File: src/rtl/down_counter.sv
// Programmable power-of-two down-counter that emits a one-cycle shift strobe
// at each terminal count. It is the shift-enable timebase for a downstream
// shift register or display scanner.
module down_counter #(
  parameter int unsigned WIDTH = 8
) (
  input  logic       clk,
  input  logic       rst,
  input  logic       load,
  input  logic [2:0] sel,
  output logic       shift
);

  logic [WIDTH-1:0] cnt;
  logic [WIDTH-1:0] cnt_nxt;
  logic [2:0]       sel_q;
  logic [2:0]       sel_q_nxt;
  logic             armed;
  logic             armed_nxt;
  logic             shift_nxt;
  logic [WIDTH-1:0] reload_new_c;
  logic [WIDTH-1:0] reload_cur_c;
  logic             capture_c;

  // Reload values P(sel)-1 for the incoming select and the captured select
  always_comb begin
    reload_new_c = (WIDTH'(1) << sel) - WIDTH'(1);
    reload_cur_c = (WIDTH'(1) << sel_q) - WIDTH'(1);
  end

  // A load only restarts the count when idle or when the period changes
  always_comb begin
    capture_c = load && (!armed || (sel != sel_q));
  end

  // Next-state selection in priority order: capture, terminal count, decrement, hold
  always_comb begin
    cnt_nxt   = cnt;
    sel_q_nxt = sel_q;
    armed_nxt = armed;
    shift_nxt = 1'b0;
    if (capture_c) begin
      sel_q_nxt = sel;
      armed_nxt = 1'b1;
      cnt_nxt   = reload_new_c;
    end else if (armed) begin
      if (cnt == '0) begin
        shift_nxt = 1'b1;
        cnt_nxt   = reload_cur_c;
      end else begin
        cnt_nxt = cnt - WIDTH'(1);
      end
    end
  end

  // State registers; synchronous reset aborts any count and leaves the block idle
  always_ff @(posedge clk) begin
    if (rst) begin
      cnt   <= '0;
      sel_q <= 3'd0;
      armed <= 1'b0;
      shift <= 1'b0;
    end else begin
      cnt   <= cnt_nxt;
      sel_q <= sel_q_nxt;
      armed <= armed_nxt;
      shift <= shift_nxt;
    end
  end

endmodule

File: config.mk
export PLATFORM = sky130hd
export DESIGN_NAME = down_counter
export DESIGN_NICKNAME = d
export VERILOG_FILES = /design/src/rtl/down_counter.sv
export SDC_FILE = /design/constraint.sdc
export NUM_CORES = 1
export LEC_CHECK = 0
export ABC_AREA = 1
export CORE_MARGIN = 8
export CORE_UTILIZATION = 45
export CTS_BUF_LIST = sky130_fd_sc_hd__clkbuf_8
export DETAILED_ROUTE_END_ITERATION = 16
export PLACE_DENSITY = 0.61
export SLEW_MARGIN = 0
export SYNTH_ARGS = -nofsm -noshare
export SYNTH_HDL_FRONTEND = slang
export SYNTH_SLANG_ARGS = --single-unit
File: constraint.sdc
create_clock -name clk -period 3.3 [get_ports clk]
set_clock_uncertainty 0.15 [all_clocks]
set_input_delay 0.99 -clock clk [delete_from_list [all_inputs] [get_ports clk]]
set_output_delay 0.99 -clock clk [all_outputs]
set_load 0.1 [all_outputs]
==> out/metrics.yaml <==
min_path_type: "register to register"
ys_seq_area_share_pct: 24.2
io_buffers: 6
max_freq_mhz: 379
max_cap_viol_count: 0
gp_congestion: 0.830
antennaDiodeCount: 0
grt_max_degree: 14
cts_setup_buffers: 0
cp_max_fo: 9
syn_area_per_cell_um2: 5.94
die_h_um: 64.9
synth_seq_cells: 13
vias: 1089
dr.pass1.iters: 4
clock-sinks: 13
yosys_warnings: 0
path_clk_slew_ns: 0.05
crit_type: "input port to register"
ir_worst_vdd_mv: 0.314
finalSetupViolCount: 0
r2r_cells: 9
drt_iter0_markers: 77
grt_pass1_vias: 960
row_count: 17
fin_setup_tns_ns: 0
finalCriticalPeriod_ns: 2.64
synth_cells: 181
cts_tree: "done"
cts_max_level: 1
p_total_w: 0.000494
final_cells: 214
synth_nets: 191
fin_crit_sh_pct: 79.9
drt-total-wl_mm: 2.53
fill_cells: 240
wl_per_cell_um: 11.8
crit_path_end_kind: "register"
slew_violations: 0
p_per_area_nw_per_um2: 428
synth.cell_area_um2: 1080
overflow: 0
area_growth_pct: 7.44
cts_hold_buf: 0
rsz0062_at_grt: "no"
core_area_um2: 2230
cts_buffers: 3
cts.path.max_buffers: 2
tightest_slew_ns: 0.515
antenna_found_initial: 0
cp-startpoint: "sel[1]"
cp-start-kind: "input port"
root_buffer: "clkbuf_8"
start_util_pct: 48.2
p_leak_nw: 0.579
status: "complete, no violations"
post_cts_resize_count: 0
dp_cells: 210
drive_gt1_share_pct: 6.99
fin_nets: 197
reg2reg_slack_ns: 1.44
r2r-start: "sel_q[2]$_SDFFE_PP0P_"
mostFrequentLayoutCells: "nand2_1 (58), inv_1 (23), nand3_1 (23), nor2_1 (15), dfxtp_1 (13)"
clk_latency_ns: 0.25
grt_usage_pct: 12.3
ys_types: 22
drcViolationCount: 0
chipWidth_um: 64.9
layout_commonest_cell: "nand2_1"
worstPathRequired_ns: 3.32
ios: 7
die_area_um2: 4210
arrival_ns: 2.66
crit_path_end: "cnt[6]$_SDFFE_PP0P_"
hold_viol: 0
drtAntennaViolNets: 0
slew_headroom_pct: 65.5
via_per_inst: 5.09
grt_pass1_wl_mm: 4.17
r2r-end: "cnt[6]$_SDFFE_PP0P_"
dp.final_hpwl_mm: 1.95
worst max-delay path: stages:
cell	delay (ns)
clkdlybuf4s50_1	0.68
inv_4	0.06
nand3_1	0.12
ha_1	0.20
nand2_1	0.09
o21ai_0	0.19
nand3_1	0.11
nand2_1	0.07
inv_1	0.04
a21oi_1	0.11
where the power goes:
group / switching, W / internal [W]
clock: 0.0000576 / 0.0000821
sequential: 0.0000156 / 0.000170
combinational: 0.000108 / 0.0000608
sequential cells by signal, summed over array words and instances (netlist names):
register,count
cnt,8
sel_q,3
armed,1
shift,1
routing by layer:
metal | GRT usage (%) | vias to the layer above | part of all wire (%) | wire length (um)
met3 | 2.75 | 5 | 5.2 | 132
met2 | 18.4 | 30 | 44 | 1120
met5 | 0 | - | 0 | 0
met4 | 4.09 | 0 | 1.2 | 31
met1 | 16.9 | 467 | 49 | 1250
li1 | - | 587 | - | -
how the worst min path moves through the flow:
stage / cells after the start / from / slack (ns) / endpoint
3_3_place_gp: 2 / cnt[7]$_SDFFE_PP0P_ / 0.34 / cnt[7]$_SDFFE_PP0P_
3_5_place_dp: 2 / cnt[7]$_SDFFE_PP0P_ / 0.35 / cnt[7]$_SDFFE_PP0P_
4_1_cts: 2 / cnt[7]$_SDFFE_PP0P_ / 0.36 / cnt[7]$_SDFFE_PP0P_
6_report: 2 / cnt[7]$_SDFFE_PP0P_ / 0.36 / cnt[7]$_SDFFE_PP0P_
2_1_floorplan: 2 / cnt[7]$_SDFFE_PP0P_ / 0.32 / cnt[7]$_SDFFE_PP0P_
5_1_grt: 2 / cnt[7]$_SDFFE_PP0P_ / 0.38 / cnt[7]$_SDFFE_PP0P_
Yosys cell counts:
cell type / count / area, um^2
nand2_1: 58 / 218
nand3_1: 23 / 115
inv_1: 22 / 82.6
nor2_1: 15 / 56.3
dfxtp_1: 13 / 260
o21ai_0: 11 / 55.1
a21oi_1: 10 / 50.1
ha_1: 4 / 50.1
inv_2: 4 / 15.0
nand4_1: 4 / 25.0
buf_4: 2 / 15.0
buf_6: 2 / 22.5
nand2_2: 2 / 12.5
xnor2_1: 2 / 17.5
xor2_1: 2 / 17.5
a21oi_2: 1 / 8.76
buf_12: 1 / 20.0
inv_4: 1 / 6.26
nand2_4: 1 / 11.3
nor3_1: 1 / 5.00
o21ai_1: 1 / 5.00
o21bai_1: 1 / 7.51
layout make-up:
class / instances / area [um^2] / share of cell area, %
inverters: 27 / 104 / 8.98
clock inverters: 1 / 3.75 / 0.325
clock buffers: 3 / 41.3 / 3.57
multi-input cells: 136 / 654 / 56.6
well taps: 28 / 35.0 / 3.03
repair buffers: 6 / 57.6 / 4.98
flip-flops and latches: 13 / 260 / 22.5
cell families after synthesis:
logic type | count (synthesis) | synth area share (%)
flip-flops | 13 | 24.2
adder cells (fa/ha/maj) | 4 | 4.65
XOR/XNOR | 4 | 3.26
AND/OR/NAND/NOR | 104 | 41.2
AO/OA/AOI/OAI | 24 | 11.7
buffers and inverters | 32 | 15.0
stage by stage:
stage / instance area (um^2) / hold WS (ns) / utilization (%) / setup slack (ns)
floorplan: 1080 / 0.321 / - / 1.13
global placement: 1110 / 0.340 / 49.7 / 0.405
detailed placement: 1110 / 0.354 / 49.7 / 0.420
CTS: 1160 / 0.362 / 51.8 / 0.659
global route: 1160 / 0.384 / 51.8 / 0.436
finish: 1160 / 0.361 / 51.8 / 0.663
Power figures use the tool's default switching activity.
